## src/rtl/uart_pkg.sv

```systemverilog
// Shared UART definitions: data width and transmit-buffer FSM state encoding.
package uart_pkg;

  localparam int unsigned UART_DATA_W = 8;

  typedef enum logic [1:0] {
    StIdle     = 2'd0,
    StStart    = 2'd1,
    StWaitAck  = 2'd2,
    StWaitDone = 2'd3
  } tx_state_e;

endpackage

```

## src/rtl/uart_tx_fifo_if.sv

```systemverilog
// Handshake bundle between the host, the transmit buffer and the UART transmitter.
//   wr_data/wr_valid/wr_ready : host byte write handshake
//   flush                     : synchronous FIFO clear
//   tx_busy                   : transmitter is shifting a frame
//   tx_data/tx_start          : byte and launch pulse to the transmitter
//   count/empty/full/overflow : buffer status
interface uart_tx_fifo_if
  import uart_pkg::*;
#(
  parameter int unsigned ADDR_W = 4
);

  logic [UART_DATA_W-1:0] wr_data;
  logic                   wr_valid;
  logic                   wr_ready;
  logic                   flush;
  logic                   tx_busy;
  logic [UART_DATA_W-1:0] tx_data;
  logic                   tx_start;
  logic [ADDR_W:0]        count;
  logic                   empty;
  logic                   full;
  logic                   overflow;

  // Host/transmitter side.
  modport master (
    output wr_data, wr_valid, flush, tx_busy,
    input  wr_ready, tx_data, tx_start, count, empty, full, overflow
  );

  // Buffer side.
  modport slave (
    input  wr_data, wr_valid, flush, tx_busy,
    output wr_ready, tx_data, tx_start, count, empty, full, overflow
  );

endinterface

```

## src/rtl/uart_sync_fifo.sv

```systemverilog
// Circular byte FIFO with a separate occupancy counter.
//   clk, rst : clock, synchronous active-high reset
//   flush    : clears pointers and count; overrides push and pop
//   push     : write wr_data at the tail
//   pop      : advance the head
//   head     : byte at the head (combinational read)
//   count    : occupancy 0..DEPTH; full/empty derived from it
module uart_sync_fifo
  import uart_pkg::*;
#(
  parameter int unsigned DEPTH  = 16,
  parameter int unsigned ADDR_W = 4
) (
  input  logic                   clk,
  input  logic                   rst,
  input  logic                   flush,
  input  logic                   push,
  input  logic                   pop,
  input  logic [UART_DATA_W-1:0] wr_data,
  output logic [UART_DATA_W-1:0] head,
  output logic [ADDR_W:0]        count,
  output logic                   full,
  output logic                   empty
);

  localparam logic [ADDR_W:0]   CntFull = (ADDR_W + 1)'(DEPTH);
  localparam logic [ADDR_W:0]   CntOne  = (ADDR_W + 1)'(1);
  localparam logic [ADDR_W-1:0] PtrOne  = ADDR_W'(1);

  logic [UART_DATA_W-1:0] mem [DEPTH];
  logic [ADDR_W-1:0]      wr_ptr_q, rd_ptr_q;
  logic [ADDR_W:0]        count_q;
  logic                   do_push, do_pop;

  assign full  = (count_q == CntFull);
  assign empty = (count_q == '0);
  assign count = count_q;
  assign head  = mem[rd_ptr_q];

  // Guard locally too so the FIFO cannot corrupt itself whatever the caller does.
  assign do_push = push && !flush && !full;
  assign do_pop  = pop  && !flush && !empty;

  // Storage is deliberately not reset.
  always_ff @(posedge clk) begin
    if (do_push) begin
      mem[wr_ptr_q] <= wr_data;
    end
  end

  always_ff @(posedge clk) begin
    if (rst || flush) begin
      wr_ptr_q <= '0;
      rd_ptr_q <= '0;
      count_q  <= '0;
    end else begin
      if (do_push) wr_ptr_q <= wr_ptr_q + PtrOne;
      if (do_pop)  rd_ptr_q <= rd_ptr_q + PtrOne;
      case ({do_push, do_pop})
        2'b10:   count_q <= count_q + CntOne;
        2'b01:   count_q <= count_q - CntOne;
        default: count_q <= count_q;
      endcase
    end
  end

endmodule

```

## src/rtl/uart_tx_fifo.sv

```systemverilog
// Transmit-side byte buffer feeding the UART transmitter one frame at a time.
//   clk, rst : clock, synchronous active-high reset
//   bus      : slave side of uart_tx_fifo_if (host write handshake, flush,
//              transmitter start/busy handshake, status and sticky overflow)
module uart_tx_fifo
  import uart_pkg::*;
#(
  parameter int unsigned DEPTH  = 16,
  parameter int unsigned ADDR_W = 4
) (
  input logic           clk,
  input logic           rst,
  uart_tx_fifo_if.slave bus
);

  tx_state_e              state_q;
  logic [UART_DATA_W-1:0] tx_data_q;
  logic                   tx_start_q;
  logic                   overflow_q;
  logic [UART_DATA_W-1:0] head;
  logic                   full, empty;
  logic                   push, pop;

  assign bus.wr_ready = !full && !bus.flush;
  assign push         = bus.wr_valid && bus.wr_ready;
  // Only launch when the transmitter is idle; flush takes priority over a pop.
  assign pop          = (state_q == StIdle) && !empty && !bus.tx_busy && !bus.flush;

  uart_sync_fifo #(
    .DEPTH  (DEPTH),
    .ADDR_W (ADDR_W)
  ) u_fifo (
    .clk     (clk),
    .rst     (rst),
    .flush   (bus.flush),
    .push    (push),
    .pop     (pop),
    .wr_data (bus.wr_data),
    .head    (head),
    .count   (bus.count),
    .full    (full),
    .empty   (empty)
  );

  // Flush does not touch the FSM: a launched frame is allowed to finish.
  always_ff @(posedge clk) begin
    if (rst) begin
      state_q    <= StIdle;
      tx_data_q  <= '0;
      tx_start_q <= 1'b0;
    end else begin
      tx_start_q <= 1'b0;
      case (state_q)
        StIdle: begin
          if (pop) begin
            tx_data_q  <= head;
            tx_start_q <= 1'b1;
            state_q    <= StStart;
          end
        end
        StStart:    state_q <= StWaitAck;
        StWaitAck:  if (bus.tx_busy)  state_q <= StWaitDone;
        StWaitDone: if (!bus.tx_busy) state_q <= StIdle;
        default:    state_q <= StIdle;
      endcase
    end
  end

  always_ff @(posedge clk) begin
    if (rst || bus.flush) begin
      overflow_q <= 1'b0;
    end else if (bus.wr_valid && full) begin
      overflow_q <= 1'b1;
    end
  end

  assign bus.tx_data  = tx_data_q;
  assign bus.tx_start = tx_start_q;
  assign bus.full     = full;
  assign bus.empty    = empty;
  assign bus.overflow = overflow_q;

endmodule
```

## src/flat_wrapper.sv

```systemverilog
// flat-port wrapper written by rule: the top's interface ports become plain ports
module uart_tx_fifo_flat import uart_pkg::*;
#(
  parameter int unsigned DEPTH  = 16,
  parameter int unsigned ADDR_W = 4
)
  (clk, rst, bus_wr_data, bus_wr_valid, bus_flush, bus_tx_busy, bus_wr_ready, bus_tx_data, bus_tx_start, bus_count, bus_empty, bus_full, bus_overflow);
  uart_tx_fifo_if #(.ADDR_W(ADDR_W)) bus_i ();
  input logic clk;
  input logic rst;
  input wire logic [$bits(bus_i.wr_data)-1:0] bus_wr_data;
  input wire logic [$bits(bus_i.wr_valid)-1:0] bus_wr_valid;
  input wire logic [$bits(bus_i.flush)-1:0] bus_flush;
  input wire logic [$bits(bus_i.tx_busy)-1:0] bus_tx_busy;
  output wire logic [$bits(bus_i.wr_ready)-1:0] bus_wr_ready;
  output wire logic [$bits(bus_i.tx_data)-1:0] bus_tx_data;
  output wire logic [$bits(bus_i.tx_start)-1:0] bus_tx_start;
  output wire logic [$bits(bus_i.count)-1:0] bus_count;
  output wire logic [$bits(bus_i.empty)-1:0] bus_empty;
  output wire logic [$bits(bus_i.full)-1:0] bus_full;
  output wire logic [$bits(bus_i.overflow)-1:0] bus_overflow;
  assign bus_i.wr_data = bus_wr_data;
  assign bus_i.wr_valid = bus_wr_valid;
  assign bus_i.flush = bus_flush;
  assign bus_i.tx_busy = bus_tx_busy;
  assign bus_wr_ready = bus_i.wr_ready;
  assign bus_tx_data = bus_i.tx_data;
  assign bus_tx_start = bus_i.tx_start;
  assign bus_count = bus_i.count;
  assign bus_empty = bus_i.empty;
  assign bus_full = bus_i.full;
  assign bus_overflow = bus_i.overflow;
  uart_tx_fifo #(.DEPTH(DEPTH), .ADDR_W(ADDR_W)) u_core (.clk(clk), .rst(rst), .bus(bus_i));
endmodule
```

## config.mk

```make
export PLATFORM = sky130hd
export DESIGN_NAME = uart_tx_fifo_flat
export DESIGN_NICKNAME = d
export VERILOG_FILES = /design/src/rtl/uart_pkg.sv /design/src/rtl/uart_tx_fifo_if.sv /design/src/rtl/uart_sync_fifo.sv /design/src/rtl/uart_tx_fifo.sv /design/src/flat_wrapper.sv
export SDC_FILE = /design/constraint.sdc
export NUM_CORES = 1
export LEC_CHECK = 0
export ABC_CLOCK_PERIOD_IN_PS = 7900
export CAP_MARGIN = 20
export CORE_MARGIN = 5
export CORE_UTILIZATION = 64
export CTS_CLUSTER_DIAMETER = 50
export DETAILED_ROUTE_END_ITERATION = 10
export PLACE_DENSITY = 0.93
export SETUP_SLACK_MARGIN = 0.15
export SLEW_MARGIN = 20
export SYNTH_ARGS = -nofsm -noshare
export SYNTH_HDL_FRONTEND = slang
export SYNTH_SLANG_ARGS = --single-unit
```

## constraint.sdc

```tcl
create_clock -name clk -period 7.9 [get_ports clk]
set_input_delay 1.58 -clock clk [delete_from_list [all_inputs] [get_ports clk]]
set_output_delay 1.58 -clock clk [all_outputs]
set_load 0.02 [all_outputs]
```

==> impl_metrics.csv, run 1 <==
group,metric,value,unit
outcome,status,"completed",
logic_synthesis,synth_cell_types,37,
floorplan,ios,31,
route,viasPerCell,6.11,
clocking,postCtsSetupBuffers,0,
sta,timing.final.max_slew_violations,0,
route,routedWlPerCell,21.7,um
clocking,clock_path_buffers,2,
sta,slew_headroom,44.8,%
floorplan,initial_utilization,64.8,%
global_route,track_usage,23.1,%
route,drt_pre_antenna_iters,6,
power,p_seq_share,51.1,%
floorplan,die_w,109,um
worst_setup_path,cp_max_fo,5,
worst_setup_path,cp-end-kind,"primary output",
sta,worst_pin_slew,0.826,ns
floorplan,die_y,109,um
logic_synthesis,avgSynthCellArea,15.5,um^2
placed_design,gp_congestion,0.799,
global_route,antenna_found_initial,0,
sta,fin_crit,4.45,ns
global_route,grt_max_degree,43,
route,ant_nets,0,
logic_synthesis,yosysTopAreaCellShare,61.6,%
layout,diodes,0,
floorplan,die_area,0.0118,mm^2
sta,setup_viol,0,
sta,fin_setup_tns,0,ns
sta,fin_worst_skew,0.00711,ns
clocking,htreeDepth,4,
power,switching_share,20.1,%
layout,drive_above_1_share,12.8,%
clocking,numCtsBuffers,17,
floorplan,design.core.area,0.00964,mm^2
logic_synthesis,synth_warnings,0,
layout,areaGrowthSynthToFinish,15.6,%
power,powerDensity,240,mW/mm^2
logic_synthesis,yosys.area.top_type,"edfxtp_1",
route,drt-initial-drc-count,346,
layout,layout_common_cells,"edfxtp_1, mux2i_1, nor2_1",
route,remaining_drc_errors,0,
clocking,insertion_delay,0.52,ns
global_route,overflow,0,
placed_design,portBuffers,30,
logic_synthesis,synthTopCellsByArea,"edfxtp_1, dfxtp_1, mux2i_1",
logic_synthesis,synth_nets,429,
clocking,cts_hold_buf,0,
sta,finalCritPeriodShare,56.4,%
clocking,cts_tree,"done",
clocking,cts.sinks,153,
logic_synthesis,ys.flop_type,"edfxtp_1",
logic_synthesis,syn-cell-area,0.00624,mm^2
logic_synthesis,async_reset_ff_share,0,%
sta,fmax,225,MHz
route,routed_wl,12600,um
clocking,clk_pin_slew,0.06,ns
power,power.internal,1380,uW
logic_synthesis,synthCells,402,
power,power_frac_comb,3.8,%
sta,hold_slack,0.480,ns
flow_run,drv_cap,0,
worst_setup_path,arrival,2.87,ns
power,peakVddDrop,126,uV
logic_synthesis,seq_area_frac_synth,69.6,%
power,power.leakage,0.00225,uW
logic_synthesis,synth_edf_count,128,
clocking,cts_root_buf,"clkbuf_8",
power,p_clk_share,45.1,%
clocking,cts_resized,0,
sta,finalHoldViolCount,0,
floorplan,rows,36,
worst_setup_path,crit_type,"in2out",
power,switchingPower,349,uW
logic_synthesis,ys_seq_elements,153,
worst_setup_path,critPathLaunchType,"input pin",
global_route,grt_pass1_vias,3510,
global_route,grt_pass1_wl,19700,um
layout,nets,462,
layout,final_common_cell,"edfxtp_1",
worst_setup_path,cp_data_required_time,6.32,ns
placed_design,dp_hpwl,7950,um
hold_path,hold_path_class,"reg2reg",
route,vias,3545,
sta,rsz0062_at_grt,"no",
-- power by group through the flow --
stage | clock [uW] | sequential (uW) | combinational, uW
4_1_cts | 787 | 884 | 66.0
3_3_place_gp | 0 | 901 | 61.3
3_5_place_dp | 0 | 901 | 65.2
5_1_grt | 823 | 885 | 72.6
2_1_floorplan | 0 | 902 | 33.3
6_report | 780 | 884 | 66.1
-- metal layers --
| metal | part of all wire, % | routed length, um | global-route usage (%) |
|---|---|---|---|
| met1 | 41 | 5120 | 31.6 |
| met2 | 51 | 6450 | 37.1 |
| met3 | 6.1 | 772 | 5.39 |
| met4 | 1.9 | 245 | 7.94 |
| met5 | 0 | 0 | 0 |
-- area by class of cell --
| class | count | area [um^2] |
|---|---|---|
| clock inverters | 12 | 153 |
| flip-flops and latches | 153 | 4350 |
| multi-input cells | 217 | 1750 |
| well taps | 133 | 166 |
| fillers | 571 | 2420 |
| repair buffers | 34 | 330 |
| clock buffers | 19 | 422 |
| inverters | 12 | 45.0 |
-- worst paths after layout --
check | start | end | slack, ns | depth (start not counted)
min reg2reg | u_core.bus.overflow | u_core.bus.overflow | 0.48 | 2
max | bus_flush | bus_wr_ready | 3.45 | 3
max reg2reg | u_core.state_q[0] | u_core.u_fifo.count[4] | 4.75 | 13
min | u_core.bus.overflow | u_core.bus.overflow | 0.48 | 2
-- logic make-up after synthesis --
| group | Yosys count | synth area share, % |
|---|---|---|
| AO/OA/AOI/OAI | 50 | 6.21 |
| flip-flops | 153 | 69.6 |
| XOR/XNOR | 8 | 1.12 |
| AND/OR/NAND/NOR | 91 | 6.73 |
| adder cells (fa/ha/maj) | 14 | 2.93 |
| multiplexers | 54 | 10.9 |
| buffers and inverters | 32 | 2.55 |
-- registers in the layout, summed over array words and instances (netlist names) --
signal,cells
u_core.u_fifo.mem,128
u_core.bus.tx_data,8
u_core.u_fifo.count,5
u_core.u_fifo.rd_ptr_q,4
u_core.u_fifo.wr_ptr_q,4
u_core.state_q,2
u_core.bus.overflow,1
u_core.bus.tx_start,1
-- critical path: stages --
cell	delay, ns
clkdlybuf4s50_1	0.54
nor2_1	0.15
clkdlybuf4s50_1	0.61
-- synth_stat cells, types with 10 or more instances --
cell type	count
edfxtp_1	128
mux2i_1	43
nor2_1	39
dfxtp_1	25
o22ai_1	21
nand2_1	18
ha_1	13
inv_1	12
nor3_1	12
mux4_2	11
a21oi_1	10
-- metrics by stage --
step / setup WS (ns) / utilization [%] / instances / power [uW] / instance area, um^2
floorplan: 4.25 / - / 402 / 935 / 6240
global placement: 3.43 / 68.7 / 549 / 962 / 6630
detailed placement: 3.41 / 68.7 / 549 / 967 / 6630
CTS: 3.44 / 74.7 / 580 / 1740 / 7200
global route: 3.34 / 74.9 / 580 / 1780 / 7220
finish: 3.45 / 74.9 / 580 / 1730 / 7220
Power figures use the tool's default switching activity.
==> run 2, diff against run 1 <==
--- a/config.mk
+++ b/config.mk
@@ -5,13 +5,13 @@
 export SDC_FILE = /design/constraint.sdc
 export NUM_CORES = 1
 export LEC_CHECK = 0
-export ABC_CLOCK_PERIOD_IN_PS = 7900
+export ABC_CLOCK_PERIOD_IN_PS = 4600
 export CAP_MARGIN = 20
 export CORE_MARGIN = 5
-export CORE_UTILIZATION = 64
+export CORE_UTILIZATION = 59
 export CTS_CLUSTER_DIAMETER = 50
 export DETAILED_ROUTE_END_ITERATION = 10
-export PLACE_DENSITY = 0.93
+export PLACE_DENSITY = 0.87
 export SETUP_SLACK_MARGIN = 0.15
 export SLEW_MARGIN = 20
 export SYNTH_ARGS = -nofsm -noshare
==> constraint.sdc (replaced) <==
create_clock -name clk -period 4.6 [get_ports clk]
set_input_delay 0.92 -clock clk [delete_from_list [all_inputs] [get_ports clk]]
set_output_delay 0.92 -clock clk [all_outputs]
set_load 0.02 [all_outputs]
==> run 2 against run 1 <==
  * Flip-flop and latch count unchanged
  * First-iteration DRC count increased by 27%
  * Critical path depth did not move
  * Register-to-register slack got worse by 3.2 ns
  * Hold slack got worse by 0.0077 ns
  * Largest power group unchanged
  * Highest routed layer unchanged
==> impl_metrics.csv, run 2 (synthesis gave the netlist of run 1 again) <==
group,metric,value,unit
hold_path,hold_path_class,"reg2reg",
floorplan,rows,37,
sta,finalHoldViolCount,0,
power,power.leakage,0.00224,uW
power,switchingPower,632,uW
floorplan,initial_utilization,60.5,%
sta,fin_ws,1.33,ns
layout,areaGrowthSynthToFinish,15.7,%
sta,fin_crit,3.27,ns
sta,timing.final.max_slew_violations,0,
route,drt_pre_antenna_iters,5,
clocking,htreeDepth,4,
sta,setup_viol,0,
placed_design,portBuffers,30,
power,p_clk_share,45.0,%
global_route,grt_pass1_wl,19600,um
sta,slew_headroom,29.0,%
flow_run,drv_cap,0,
clocking,clk_pin_slew,0.07,ns
layout,diodes,0,
hold_path,worstHoldStart,"u_core.bus.overflow",
placed_design,gp_congestion,0.870,
route,routedWlPerCell,21.1,um
placed_design,post-place-ws,1.01,ns
global_route,overflow,0,
floorplan,ios,31,
floorplan,die_area,0.0127,mm^2
layout,largest_reg_flops,128,
layout,final_common_cell,"edfxtp_1",
placed_design,dp_hpwl,8050,um
layout,layout_common_cells,"edfxtp_1, mux2i_1, nor2_1",
clocking,cts_hold_buf,0,
layout,largest-register,"u_core.u_fifo.mem",
worst_setup_path,cp-end-kind,"primary output",
clocking,postCtsSetupBuffers,0,
worst_setup_path,cp_max_fo,6,
global_route,grt_max_degree,32,
power,power.internal,2330,uW
global_route,antenna_found_initial,0,
hold_path,hold_path_depth,2,
worst_setup_path,rrSetupSlack,1.58,ns
sta,fmax,306,MHz
worst_setup_path,slowest_delay,0.64,ns
floorplan,die_y,113,um
worst_setup_path,rr_startpoint,"u_core.u_fifo.count[0]",
layout,nets,463,
clocking,insertion_delay,0.53,ns
clocking,cts_root_buf,"clkbuf_8",
clocking,numCtsBuffers,17,
power,switching_share,21.3,%
worst_setup_path,ff2ff_path_depth,11,
worst_setup_path,crit_chain,"or4_1 > nor2_1 > clkdlybuf4s50_1",
clocking,cts_resized,0,
worst_setup_path,r2r_end,"u_core.u_fifo.count[4]",
layout,drive_above_1_share,13.1,%
route,remaining_drc_errors,0,
route,drt-initial-drc-count,441,
worst_setup_path,cp_data_required_time,3.68,ns
worst_setup_path,arrival,2.35,ns
floorplan,design.core.area,0.0103,mm^2
route,vias,3586,
power,power_frac_comb,3.8,%
layout,fillers,599,
sta,rsz0062_at_grt,"no",
route,viasPerCell,6.13,
route,ant_nets,0,
power,peakVddDrop,277,uV
hold_path,hold_end,"u_core.bus.overflow",
floorplan,die_w,113,um
worst_setup_path,slowest_stage,"clkdlybuf4s50_1",
clocking,clock_path_buffers,2,
sta,fin_worst_skew,0.00759,ns
sta,worst_pin_slew,1.06,ns
sta,finalCritPeriodShare,71.1,%
global_route,grt_pass1_vias,3517,
clocking,cts_tree,"done",
power,powerDensity,411,mW/mm^2
route,routed_wl,12300,um
clocking,cts.sinks,153,
worst_setup_path,crit_type,"reg2out",
global_route,track_usage,20.7,%
outcome,status,"completed",
power,p_seq_share,51.2,%
sta,fin_setup_tns,0,ns
worst_setup_path,critPathLaunchType,"register",
## run 2: cell types whose count changed in the layout (fill, tap and decap cells not counted), sizes merged
cell,delta
clkinv,-3
bufinv,-1
clkbuf,-2
buf,+1
inv,+5
clkinvlp,+2
## run 2: how the worst max path moves through the flow
stage / end / start / depth (start not counted)
finish: bus_full / u_core.u_fifo.count[0] / 3
global route: u_core.u_fifo.count[4] / bus_flush / 10
CTS: bus_full / u_core.u_fifo.count[0] / 3
detailed placement: u_core.u_fifo.count[4] / bus_flush / 10
global placement: u_core.u_fifo.count[4] / bus_wr_valid / 11
floorplan: u_core.u_fifo.count[4] / bus_flush / 10
## run 2: final cells by class
class | instances | area [um^2] | area share, %
clock buffer | 17 | 414 | 5.73
clock inverter | 15 | 165 | 2.29
inverter | 12 | 45.0 | 0.624
multi-input combinational | 217 | 1740 | 24.2
sequential | 153 | 4350 | 60.2
tap | 136 | 170 | 2.36
timing repair buffer | 35 | 338 | 4.68
## run 2: routing by layer
metal / GRT usage, % / vias up / routed length [um]
li1: - / 1605 / -
met1: 26.6 / 1770 / 4780
met2: 33.5 / 179 / 6210
met3: 5.13 / 32 / 980
met4: 9.46 / 0 / 374
met5: 0 / - / 0
## run 2: power groups by stage
stage | Sequential [uW] | Combinational (uW) | Clock (uW)
floorplan | 1550 | 57.2 | 0
global placement | 1550 | 106 | 0
detailed placement | 1550 | 111 | 0
CTS | 1520 | 112 | 1340
global route | 1520 | 123 | 1420
finish | 1520 | 111 | 1340
## run 2: critical path: cells and delay by family (launching register included)
family	cells	cell delay, ns
simple gates	2	0.80
buf+inv	1	0.64
flops	1	0.38
## run 2: per-stage QoR
step           hold WS [ns]  util (%)  total power [uW]  std cells  area, um^2
2_1_floorplan         0.461         -              1610        402        6240
3_3_place_gp          0.459      64.3              1650        553        6640
3_5_place_dp          0.466      64.3              1660        553        6640
4_1_cts               0.483      69.9              2970        585        7220
5_1_grt               0.511      70.0              3070        585        7220
6_report              0.472      70.0              2970        585        7220
==> RTL change 1 (config.mk and constraints of run 2) <==
Set the package constant `UART_DATA_W` to 7 (it was 8).
--- a/src/rtl/uart_pkg.sv
+++ b/src/rtl/uart_pkg.sv
@@ -1,7 +1,7 @@
 // Shared UART definitions: data width and transmit-buffer FSM state encoding.
 package uart_pkg;
 
-  localparam int unsigned UART_DATA_W = 8;
+  localparam int unsigned UART_DATA_W = 7;
 
   typedef enum logic [1:0] {
     StIdle     = 2'd0,
Interface: changed (resized bus_tx_data and bus_wr_data); port bits go from 31 to 29. The function was not compared with the original's and may differ.
==> RTL change 1 against run 2 <==
  * Critical endpoint is now u_core.u_fifo.count[4]
  * Maximum frequency shrank 1.7%
  * Total power down 7.9%
  * Setup slack worse by 0.055 ns
  * Sequential cell count shrank 17
  * Clock power shrank 4%
  * Final area is 9.9% lower
  * Area after synthesis fell by 11%
  * Critical path depth is 8 higher
  * Die area decreased by 9.8%
  * Routed wire length fell by 8.3%
==> RTL change 1: results (changes against run 2) <==
Global routing
  – Met3 usage in global routing: 7.65% (+2.5 points)
  – Total Routing Usage GR: 21.2% (+0.45 points)
  – Maximum number of pins on one net before global-route repair: 25 (-22%)
  – Met1 usage: 26.0% (-0.61 points)
  – Vias in the first global route: 3228 (-8.2%)
  – Fraction of met2 tracks used by global routing: 33.4% (-0.11 points)
  – First-pass GRT wire length: 17.6 mm (-10%)

Finish
  – Post-layout nets: 416 (-10%)
  – Most flop-heavy register: u_core.u_fifo.mem
  – Final antenna diode count: 0 (unchanged)
  – Share of post-route cells with drive strength above 1: 13.0% (-0.14 points)
  – Number of flip-flops under the largest register name: 112 (-13%)

Worst setup path
  – Slowest cell on crit path: clkdlybuf4s50_1
  – Crit path launch: bus_flush
  – Critical path arrival: 3.77 ns (+1.42 ns)
  – Register-to-register setup slack: 1.52 ns (-0.06 ns)
  – Startpoint of the worst register-to-register path: u_core.state_q[0]
  – Peak per-stage delay on the critical path: 0.54 ns (-0.10 ns)
  – Critical path endpoint: u_core.u_fifo.count[4]
  – R2r worst-path depth: 13 (+2)
  – Biggest fanout along the worst timing path: 20 (+14)

Routing
  – Number of detailed-route iterations in the first pass: 5 (unchanged)
  – Total routed wire length on the met1 layer: 4.36 mm (-8.7%)
  – Met3 wire len: 927 um (-5.4%)
  – WL final: 11.3 mm (-8.3%)
  – Iter 0 DRT Violations: 186 (-58%)
  – Ratio of routed vias to standard cells: 6.06 (-1.2%)
  – Met2 wire length: 5.70 mm (-8.2%)

Logic synthesis
  – Dominant cells by area after synthesis: edfxtp_1 60%, dfxtp_1 8.6%, mux4_2 5.7%, mux2i_1 5.2%, ha_1 2.9%
  – Dominant synthesized flop cell: edfxtp_1
  – Unique cell type count in the Yosys netlist: 36 (-2.7%)
  – Post-synth net total: 384 (-10%)
  – Top post-synthesis cells by count: 112 x edfxtp_1, 38 x nor2_1, 29 x mux2i_1
  – Share of synthesized area occupied by flip-flops and latches: 69.0% (-0.62 points)
  – Number of enable-type register cells in the synthesized netlist: 112 (-13%)

Placed design
  – Post-DP HPWL: 7.17 mm (-11%)
  – Number of buffers added on ports: 28 (-6.7%)
  – Final weighted congestion of routability-driven global placement: 0.855 (-1.7%)
  – Placed cell area: 5940 um2 (-10%)

Power
  – IR Drop Worst-Case VDD: 0.326 mV (+18%)
  – Power dissipated in sequential cells: 1.35 mW (-11%)
  – Fraction of power spent switching nets: 19.9% (-1.4 points)
  – Total combinational power: 100 uW (-9.9%)
  – Total leakage power: 2.06 nW (-7.9%)

Clocking
  – Cell at the root of the clock tree: clkbuf_8

Outcome
  – Result of the run: complete, no violations

Timing
  – Max-slew headroom: 33.0% (+3.9 points)
  – Final clock skew: 0.0119 ns (+0.00431 ns)
[RTL change 1: cell count changes after synthesis, sizes merged, moves of 2 or more]
cell / delta
nand2: -2
a211oi: -3
mux2i: -14
o22ai: -7
or3b: +2
nor2b: -2
a311oi: +6
edfxtp: -16
mux4: +3
nor3: -5
buf: -2
[RTL change 1: per-stage QoR]
stage               setup slack (ns)  instances  total power, mW
detailed placement             0.839        500             1.48
floorplan                       1.66        358             1.43
global route                    1.17        529             2.80
finish                          1.27        529             2.73
global placement               0.958        500             1.47
CTS                             1.30        529             2.74
[RTL change 1: how the worst min path moves through the flow]
| stage | slack (ns) | end | cells after the start | startpoint |
|---|---|---|---|---|
| floorplan | 0.46 | u_core.state_q[0] | 2 | u_core.state_q[0] |
| global placement | 0.46 | u_core.bus.overflow | 2 | u_core.bus.overflow |
| detailed placement | 0.47 | u_core.bus.overflow | 2 | u_core.bus.overflow |
| CTS | 0.49 | u_core.bus.overflow | 2 | u_core.bus.overflow |
| global route | 0.53 | u_core.bus.overflow | 2 | u_core.bus.overflow |
| finish | 0.49 | u_core.bus.overflow | 2 | u_core.bus.overflow |
[RTL change 1: area by class of cell]
type / count / area [um2]
sequential: 136 / 3850
fill: 571 / 2730
multi-input combinational: 191 / 1590
clock buffer: 18 / 418
timing repair buffer: 32 / 310
tap: 129 / 161
clock inverter: 11 / 134
inverter: 12 / 45.0
[RTL change 1: logic make-up after synthesis]
logic type	Yosys count	share of synthesized area, %
and+or+nand+nor	80	6.83
muxes	43	10.9
AOI/OAI and AO/OA	46	6.15
buffers and inverters	31	2.65
DFF	136	69.0
xor gates and xnor gates	8	1.26
adders and majority gates	14	3.28
[RTL change 1: tightest hold or removal path, cell delays in order (launching register included)]
cell and delay (ns):
dfxtp_1 0.33, a21oi_1 0.05, nor2_1 0.08
==> RTL change 2 (config.mk and constraints of run 2) <==
Without the edit above. Re-encode `tx_state_e` (4 states) as one-hot, 4 bits wide.
--- a/src/rtl/uart_pkg.sv
+++ b/src/rtl/uart_pkg.sv
@@ -3,11 +3,11 @@
 
   localparam int unsigned UART_DATA_W = 8;
 
-  typedef enum logic [1:0] {
-    StIdle     = 2'd0,
-    StStart    = 2'd1,
-    StWaitAck  = 2'd2,
-    StWaitDone = 2'd3
+  typedef enum logic [3:0] {
+    StIdle     = 4'b0001,
+    StStart    = 4'b0010,
+    StWaitAck  = 4'b0100,
+    StWaitDone = 4'b1000
   } tx_state_e;
 
 endpackage
Formal check against the unedited RTL: same outputs for any inputs over 4 cycles, from zero or initial values and one cycle with rst high; so few cycles prove little.
==> RTL change 2 against run 2 <==
  * Via count fell by 2.7%
  * Sequential cell count is 2 higher
  * Total power fell by 1.5%
  * Final area up 0.50%
  * Synthesized cell count shrank 2.7%
  * Final cell count fell by 1.5%
  * Routed wire length up 4.6%
  * Setup slack better by 0.036 ns
  * Area after synthesis up 0.44%
==> RTL change 2: results (changes against run 2) <==
Placed design
  – Final weighted congestion of routability-driven global placement: 0.761 (-13%)
  – Placed cell area: 6690 um2 (+0.85%)
  – Inst Count DP: 544 (-1.6%)
  – Worst slack after detailed placement: 0.868 ns (-0.143 ns)
  – Post-DP HPWL: 8.19 mm (+1.8%)

Power
  – Total leakage power: 2.28 nW (+1.7%)
  – IR Drop Worst-Case VDD: 0.436 mV (+57%)
  – Final Power: 2.92 mW (-1.5%)
  – Sequential share of power: 52.4% (+1.2 points)

Global routing
  – First-pass GRT wire length: 20.3 mm (+3.6%)
  – Maximum number of pins on one net before global-route repair: 33 (+3.1%)
  – Fraction of met2 tracks used by global routing: 37.0% (+3.5 points)
  – Vias in the first global route: 3582 (+1.8%)
  – Met1 usage: 27.3% (+0.62 points)
  – Total Routing Usage GR: 21.6% (+0.87 points)

Worst setup path
  – Biggest fanout along the worst timing path: 21 (+15)
  – Peak per-stage delay on the critical path: 0.52 ns (-0.12 ns)
  – Crit path launch: bus_flush
  – Register-to-register setup slack: 1.51 ns (-0.07 ns)
  – R2r worst-path depth: 9 (-2)
  – Top cell family by delay on the critical path: buffers and inverters
  – Critical path arrival: 3.69 ns (+1.34 ns)
  – Critical path endpoint: u_core.u_fifo.count[4]

Timing
  – Final clock skew: 0.00979 ns (+0.00220 ns)
  – Final period demand of the worst path: 3.23 ns (-0.0362 ns)
  – Max-slew headroom: 37.2% (+8.2 points)

Routing
  – Met3 wire len: 834 um (-15%)
  – Met2 wire length: 6.87 mm (+11%)
  – WL final: 12.9 mm (+4.6%)
  – Ratio of routed vias to standard cells: 6.06 (-1.2%)

Logic synthesis
  – Top post-synthesis cells by count: 128 x edfxtp_1, 40 x nor2_1, 37 x mux2i_1
  – Post-synth net total: 414 (-3.5%)
  – Unique cell type count in the Yosys netlist: 39 (+5.4%)
  – Fraction of synthesized cell area in xor and xnor cells: 1.26% (+0.13 points)
  – Share of the synthesized area in compound gates (AO/OA/AOI/OAI): 6.84% (+0.63 points)
  – Multiplexer share of the synthesized area: 11.7% (+0.79 points)
  – Dominant cells by area after synthesis: edfxtp_1 61%, dfxtp_1 8.6%, mux2i_1 5.9%, mux4_2 5.7%, nor2_1 2.4%
  – Share of synthesized area occupied by flip-flops and latches: 69.9% (+0.33 points)
  – Adder-cell share of the synthesized area: 2.12% (-0.81 points)

Finish
  – Filler cells: 612 (+2.2%)
  – Post-layout nets: 450 (-2.8%)
  – Share of post-route cells with drive strength above 1: 16.1% (+3.0 points)
  – Post-route insts no fill: 576 (-1.5%)

Clocking
  – Clock-pin slew on the worst setup and hold paths: 0.06 ns

Outcome
  – Result of the run: complete, no violations
## RTL change 2: worst min-delay path by stage
stage | cells after the start | to | slack, ns | start
2_1_floorplan | 1 | u_core.state_q[2] | 0.46 | u_core.state_q[0]
3_3_place_gp | 2 | u_core.bus.overflow | 0.46 | u_core.bus.overflow
3_5_place_dp | 2 | u_core.bus.overflow | 0.50 | u_core.bus.overflow
4_1_cts | 2 | u_core.bus.overflow | 0.51 | u_core.bus.overflow
5_1_grt | 2 | u_core.bus.overflow | 0.55 | u_core.bus.overflow
6_report | 2 | u_core.bus.overflow | 0.50 | u_core.bus.overflow
## RTL change 2: layout make-up
| type | count | area (um2) | area share (%) |
|---|---|---|---|
| Clock inverter | 14 | 145 | 2.00 |
| Multi-Input combinational cell | 208 | 1760 | 24.2 |
| Inverter | 8 | 30.0 | 0.414 |
| Sequential cell | 155 | 4390 | 60.4 |
| Timing Repair Buffer | 37 | 353 | 4.86 |
| Tap cell | 136 | 170 | 2.34 |
| Clock buffer | 18 | 418 | 5.76 |
